==> src/rtl/adder_pkg.sv <==
// Shared definitions for the wide add/subtract sequencer family.
//   SLICE_W   : width of one adder slice (one operand word)
//   state_e   : controller states
//   signed_ovf: two's-complement overflow from the MSBs of a, b (as presented
//               to the adder, i.e. after any inversion) and the sum
package adder_pkg;

  localparam int unsigned SLICE_W = 16;

  typedef enum logic [1:0] {
    IDLE = 2'd0,
    CALC = 2'd1,
    DONE = 2'd2
  } state_e;

  function automatic logic signed_ovf(input logic a_msb,
                                      input logic b_msb,
                                      input logic s_msb);
    return (a_msb == b_msb) && (s_msb != a_msb);
  endfunction

endpackage

==> src/rtl/add16_slice.sv <==
// 16-bit combinational carry-lookahead adder slice.
//   a, b : 16-bit addends
//   cin  : carry in
//   sum  : 16-bit sum
//   cout : carry out of bit 15
// Four 4-bit lookahead groups; group carries come from a second lookahead
// level over the group generate/propagate terms, so cin reaches every group
// directly rather than rippling through the lower groups.
module add16_slice
  import adder_pkg::*;
(
  input  logic [SLICE_W-1:0] a,
  input  logic [SLICE_W-1:0] b,
  input  logic               cin,
  output logic [SLICE_W-1:0] sum,
  output logic               cout
);

  // Carries c[0..4] of a 4-wide lookahead unit (c[0] = ci).
  function automatic logic [4:0] cla4(input logic [3:0] g,
                                      input logic [3:0] p,
                                      input logic       ci);
    logic [4:0] c;
    c[0] = ci;
    c[1] = g[0] | (p[0] & ci);
    c[2] = g[1] | (p[1] & g[0]) | (p[1] & p[0] & ci);
    c[3] = g[2] | (p[2] & g[1]) | (p[2] & p[1] & g[0]) | (p[2] & p[1] & p[0] & ci);
    c[4] = g[3] | (p[3] & g[2]) | (p[3] & p[2] & g[1]) | (p[3] & p[2] & p[1] & g[0])
         | (p[3] & p[2] & p[1] & p[0] & ci);
    return c;
  endfunction

  logic [SLICE_W-1:0] g_bit;
  logic [SLICE_W-1:0] p_bit;
  logic [3:0]         g_grp;
  logic [3:0]         p_grp;
  logic [4:0]         c_grp;
  logic [4:0]         c_loc;

  always_comb begin
    g_bit = a & b;
    p_bit = a ^ b;
    for (int unsigned i = 0; i < 4; i++) begin
      g_grp[i] = g_bit[4*i+3] | (p_bit[4*i+3] & g_bit[4*i+2])
               | (p_bit[4*i+3] & p_bit[4*i+2] & g_bit[4*i+1])
               | (p_bit[4*i+3] & p_bit[4*i+2] & p_bit[4*i+1] & g_bit[4*i]);
      p_grp[i] = &p_bit[4*i +: 4];
    end
    c_grp = cla4(g_grp, p_grp, cin);
    sum   = '0;
    c_loc = '0;
    for (int unsigned i = 0; i < 4; i++) begin
      c_loc          = cla4(g_bit[4*i +: 4], p_bit[4*i +: 4], c_grp[i]);
      sum[4*i +: 4]  = p_bit[4*i +: 4] ^ c_loc[3:0];
    end
    cout = c_grp[4];
  end

endmodule

==> src/rtl/wide_add_sequencer.sv <==
// WORDS x 16-bit add/subtract performed one word per cycle, LSW first, on a
// single add16_slice with the carry registered between words.
//   clk, rst_n           : clock, async active-low reset
//   in_valid/in_ready    : request handshake; in_sub selects A-B
//   in_a, in_b           : W-bit operands, sampled on the accept edge only
//   out_valid/out_ready  : result handshake
//   out_sum/cout/ovf     : result, carry out (1 = no borrow on subtract),
//                          signed overflow
//   busy                 : high in CALC or DONE
module wide_add_sequencer
  import adder_pkg::*;
#(
  parameter int unsigned WORDS = 4
) (
  input  logic                   clk,
  input  logic                   rst_n,
  input  logic                   in_valid,
  output logic                   in_ready,
  input  logic                   in_sub,
  input  logic [16*WORDS-1:0]    in_a,
  input  logic [16*WORDS-1:0]    in_b,
  output logic                   out_valid,
  input  logic                   out_ready,
  output logic [16*WORDS-1:0]    out_sum,
  output logic                   out_cout,
  output logic                   out_ovf,
  output logic                   busy
);

  localparam int unsigned W     = SLICE_W * WORDS;
  localparam int unsigned IDX_W = $clog2(WORDS);
  localparam logic [IDX_W-1:0] IDX_LAST = IDX_W'(WORDS - 1);

  state_e             state_q, state_d;
  logic [W-1:0]       a_q, a_d;
  logic [W-1:0]       b_q, b_d;
  logic [W-1:0]       sum_q, sum_d;
  logic               sub_q, sub_d;
  logic [IDX_W-1:0]   idx_q, idx_d;
  logic               carry_q, carry_d;
  logic               cout_q, cout_d;
  logic               ovf_q, ovf_d;

  logic [SLICE_W-1:0] a_w, b_w, s_w;
  logic               s_cout;

  add16_slice u_slice (
    .a    (a_w),
    .b    (b_w),
    .cin  (carry_q),
    .sum  (s_w),
    .cout (s_cout)
  );

  always_comb begin
    a_w = a_q[SLICE_W*int'(idx_q) +: SLICE_W];
    b_w = b_q[SLICE_W*int'(idx_q) +: SLICE_W] ^ {SLICE_W{sub_q}};

    state_d = state_q;
    a_d     = a_q;
    b_d     = b_q;
    sum_d   = sum_q;
    sub_d   = sub_q;
    idx_d   = idx_q;
    carry_d = carry_q;
    cout_d  = cout_q;
    ovf_d   = ovf_q;

    unique case (state_q)
      IDLE: begin
        if (in_valid) begin
          a_d     = in_a;
          b_d     = in_b;
          sub_d   = in_sub;
          idx_d   = '0;
          carry_d = in_sub;  // +1 of the two's-complement negate of B
          sum_d   = '0;
          state_d = CALC;
        end
      end
      CALC: begin
        sum_d[SLICE_W*int'(idx_q) +: SLICE_W] = s_w;
        carry_d = s_cout;
        if (idx_q == IDX_LAST) begin
          cout_d  = s_cout;
          ovf_d   = signed_ovf(a_w[SLICE_W-1], b_w[SLICE_W-1], s_w[SLICE_W-1]);
          state_d = DONE;
        end else begin
          idx_d = idx_q + 1'b1;
        end
      end
      DONE: begin
        if (out_ready) state_d = IDLE;
      end
      default: state_d = IDLE;
    endcase
  end

  always_ff @(posedge clk or negedge rst_n) begin
    if (!rst_n) begin
      state_q <= IDLE;
      a_q     <= '0;
      b_q     <= '0;
      sum_q   <= '0;
      sub_q   <= 1'b0;
      idx_q   <= '0;
      carry_q <= 1'b0;
      cout_q  <= 1'b0;
      ovf_q   <= 1'b0;
    end else begin
      state_q <= state_d;
      a_q     <= a_d;
      b_q     <= b_d;
      sum_q   <= sum_d;
      sub_q   <= sub_d;
      idx_q   <= idx_d;
      carry_q <= carry_d;
      cout_q  <= cout_d;
      ovf_q   <= ovf_d;
    end
  end

  assign in_ready  = (state_q == IDLE);
  assign out_valid = (state_q == DONE);
  assign busy      = (state_q != IDLE);
  assign out_sum   = sum_q;
  assign out_cout  = cout_q;
  assign out_ovf   = ovf_q;

endmodule

==> config.mk <==
export PLATFORM = sky130hd
export DESIGN_NAME = wide_add_sequencer
export DESIGN_NICKNAME = d
export VERILOG_FILES = /design/src/rtl/adder_pkg.sv /design/src/rtl/add16_slice.sv /design/src/rtl/wide_add_sequencer.sv
export SDC_FILE = /design/constraint.sdc
export NUM_CORES = 1
export LEC_CHECK = 0
export CAP_MARGIN = 40
export CORE_MARGIN = 3
export CORE_UTILIZATION = 30
export CTS_CLUSTER_SIZE = 30
export DETAILED_ROUTE_END_ITERATION = 8
export PLACE_DENSITY = 0.53
export RECOVER_POWER = 25
export SLEW_MARGIN = 40
export SYNTH_ARGS = -nofsm -noshare
export SYNTH_HDL_FRONTEND = slang
export SYNTH_SLANG_ARGS = --single-unit
==> constraint.sdc <==
create_clock -name clk -period 8.2 [get_ports clk]
set_input_delay 1.23 -clock clk [delete_from_list [all_inputs] [get_ports clk]]
set_output_delay 1.23 -clock clk [all_outputs]
set_load 0.01 [all_outputs]
==> flow_metrics.py <==
metrics = {
    "synth": {
        "synth_area_per_cell_um2": 14.6,
        "synth_area_leaders": "dfrtp_1, mux2_2, mux4_2, a22o_1, ha_1",
        "synth_commonest_cells": "dfrtp_1, mux2_2, a22o_1, mux4_2, nand2_1",
        "synthDominantCellAreaShare_pct": 54.5,
        "yosysTopAreaCell": "dfrtp_1",
        "syn_nets": 787,
        "ys.flop_type": "dfrtp_1",
        "yosysWarnings": 0,
        "synthArstFlopShare_pct": 100,
        "yosysMostFrequentCell": "dfrtp_1",
        "syn-cell-area_um2": 9180,
        "synth_seq_cells": 200,
        "yosysSeqAreaShare_pct": 54.5,
        "synth_cells": 630,
        "synth.distinct_cells": 51,
        "synth-edff-count": 0,
    },
    "die": {
        "chipWidth_um": 181,
        "die_y_um": 181,
        "initial_utilization_pct": 30.7,
        "pin_count": 202,
        "fp.dieArea_um2": 32700,
        "core_um2": 29900,
        "num_rows": 63,
    },
    "finish": {
        "drive_gt1_share_pct": 25.3,
        "fill_cells": 2795,
        "syn_to_final_growth_pct": 32.8,
        "fin_cells": 1225,
        "nets": 978,
        "final_util_pct": 40.8,
    },
    "critical_path": {
        "crit_buf_inv": 2,
        "critPathMaxFanout": 85,
        "path_delay_family": "buffers and inverters",
        "startpoint_type": "input port",
        "crit_slowest_cell": "clkbuf_1",
        "path_class": "in2async",
        "crit_arrival_ns": 4.30,
        "crit_chain": "clkbuf_8, clkbuf_1",
        "cp.required_ns": 7.96,
        "end_kind": "async pin",
        "max_stage_delay_ns": 2.46,
    },
    "grt": {
        "grt_overflow": 0,
        "grt_pass1_vias": 6268,
        "grt_first_pass_wirelength_um": 38800,
        "grt_max_degree": 86,
        "antenna_found_initial": 2,
        "globalRouteTotalUtil_pct": 15.4,
    },
    "sta": {
        "maxSlewViolCount": 64,
        "tns_ns": 0,
        "hold_slack_ns": 0.489,
        "relSlewSlack_pct": -130,
        "max_slew.worst_pin.slew_ns": 3.44,
        "fmax_mhz": 220,
        "finalHoldViolCount": 0,
        "fin_worst_skew_ns": 0.0178,
        "finalSetupViolCount": 0,
        "worst_slack_ns": 3.66,
        "fin_crit_sh_pct": 55.4,
        "rsz0062_at_grt": "no",
        "min_period_ns": 4.54,
    },
    "route": {
        "ant_nets": 0,
        "drt_iter0_markers": 390,
        "vias": 6064,
        "drt_first_pass_iters": 5,
        "vias_per_cell": 4.95,
        "wl_per_cell_um": 20.6,
        "wl_um": 25200,
        "drc": 0,
    },
    "clocking": {
        "cts-root-buf": "clkbuf_16",
        "clock_path_buffers": 2,
        "cts_tree": "built",
        "numCtsBuffers": 17,
        "post_cts_buffers": 0,
        "clk_pin_slew_ns": 0.07,
        "htree_levels": 4,
        "cts-resized-gates": 0,
        "insertion_delay_ns": 0.44,
        "clkSinkCount": 200,
        "hold_buffers": 0,
    },
    "power": {
        "ir_drop_uv": 265,
        "leakage_nw": 5.09,
        "power_density_nw_per_um2": 517,
    },
    "run_status": {
        "failed_checks": "max-capacitance violations, max-slew violations",
        "run_status": "finished, violations left",
    },
    "placed_design": {
        "io_buffers": 201,
        "dp_hpwl_um": 18900,
        "place_inst": 1192,
        "routabilityCongestion": 0.766,
        "place_ws_ns": 4.12,
    },
    "worst_hold_path": {
        "min_path_type": "reg2reg",
    },
    "flow_run": {
        "drv_cap": 1,
    },
}
-- layout by cell type (no fill, tap or decap), drive strengths merged, types with 6 or more instances in the layout --
cell type / netlist / routed
ha: 20 / 20
xor2: 21 / 21
a22o: 53 / 53
mux2: 130 / 130
inv: 10 / 14
clkbuf: 5 / 21
o21ai: 18 / 18
nor2: 11 / 11
dfrtp: 200 / 200
nand3: 8 / 8
a21oi: 9 / 9
a21o: 7 / 7
nand2: 22 / 22
mux4: 32 / 32
clkdlybuf4s50: 0 / 199
buf: 31 / 6
-- cell families (layout without fill, tap and decap cells) --
group	Yosys count	in the layout	synth area share, %
DFF	200	200	54.5
muxes	163	163	23.9
AOI/OAI and AO/OA	104	104	8.97
and+or+nand+nor	68	68	3.68
buffers and inverters	46	250	2.89
xor gates and xnor gates	25	25	2.47
adders and majority gates	24	24	3.60
other	0	1	0
-- per-layer routing --
layer	wire length, um	global-route usage, %
met2	12200	25.0
met1	11400	21.3
met5	13	0
met4	218	3.05
met3	1340	3.50
-- state kept, by name, indices dropped and copies added, names as in the netlist --
signal,cells
out_cout,1
state_q,2
b_q,64
sub_q,1
a_q,64
carry_q,1
idx_q,2
out_ovf,1
out_sum,64
-- through the flow --
stage               cell area, um2  total power [mW]
floorplan                     9180              4.19
detailed placement           11600              5.42
global placement             11500              5.37
finish                       12200              6.30
global route                 12200              6.77
CTS                          12200              6.35
-- final cells by class --
class,instances,area [um2],area share (%)
Antenna cell,1,2.50,0.0205
Clock buffer,19,443,3.63
Clock inverter,13,193,1.58
Inverter,10,37.5,0.308
Multi-Input combinational cell,384,3920,32.2
Sequential cell,200,5010,41.1
Tap cell,390,488,4.00
Timing Repair Buffer,208,2090,17.2
-- where the power goes --
| part | total (mW) | internal [mW] | switching [mW] | leakage [nW] |
|---|---|---|---|---|
| clock | 0.915 | 0.525 | 0.390 | 0.310 |
| combinational | 3.64 | 1.64 | 2.00 | 2.29 |
| sequential | 1.74 | 1.43 | 0.307 | 2.49 |
-- worst paths after layout --
path / start / end / slack (ns) / depth (start not counted)
worst max-delay path: rst_n / out_sum[42]$_DFFE_PN0P_ / 3.66 / 2
worst min-delay path: out_sum[10]$_DFFE_PN0P_ / out_sum[10]$_DFFE_PN0P_ / 0.49 / 2
worst max register to register: idx_q[0]$_DFFE_PN0P_ / out_sum[41]$_DFFE_PN0P_ / 4.32 / 12
worst min register to register: out_sum[10]$_DFFE_PN0P_ / out_sum[10]$_DFFE_PN0P_ / 0.49 / 2
max in group clk: idx_q[0]$_DFFE_PN0P_ / out_sum[41]$_DFFE_PN0P_ / 4.32 / 12
min in group asynchronous: rst_n / out_sum[17]$_DFFE_PN0P_ / 0.83 / 1
Power figures use the tool's default switching activity.
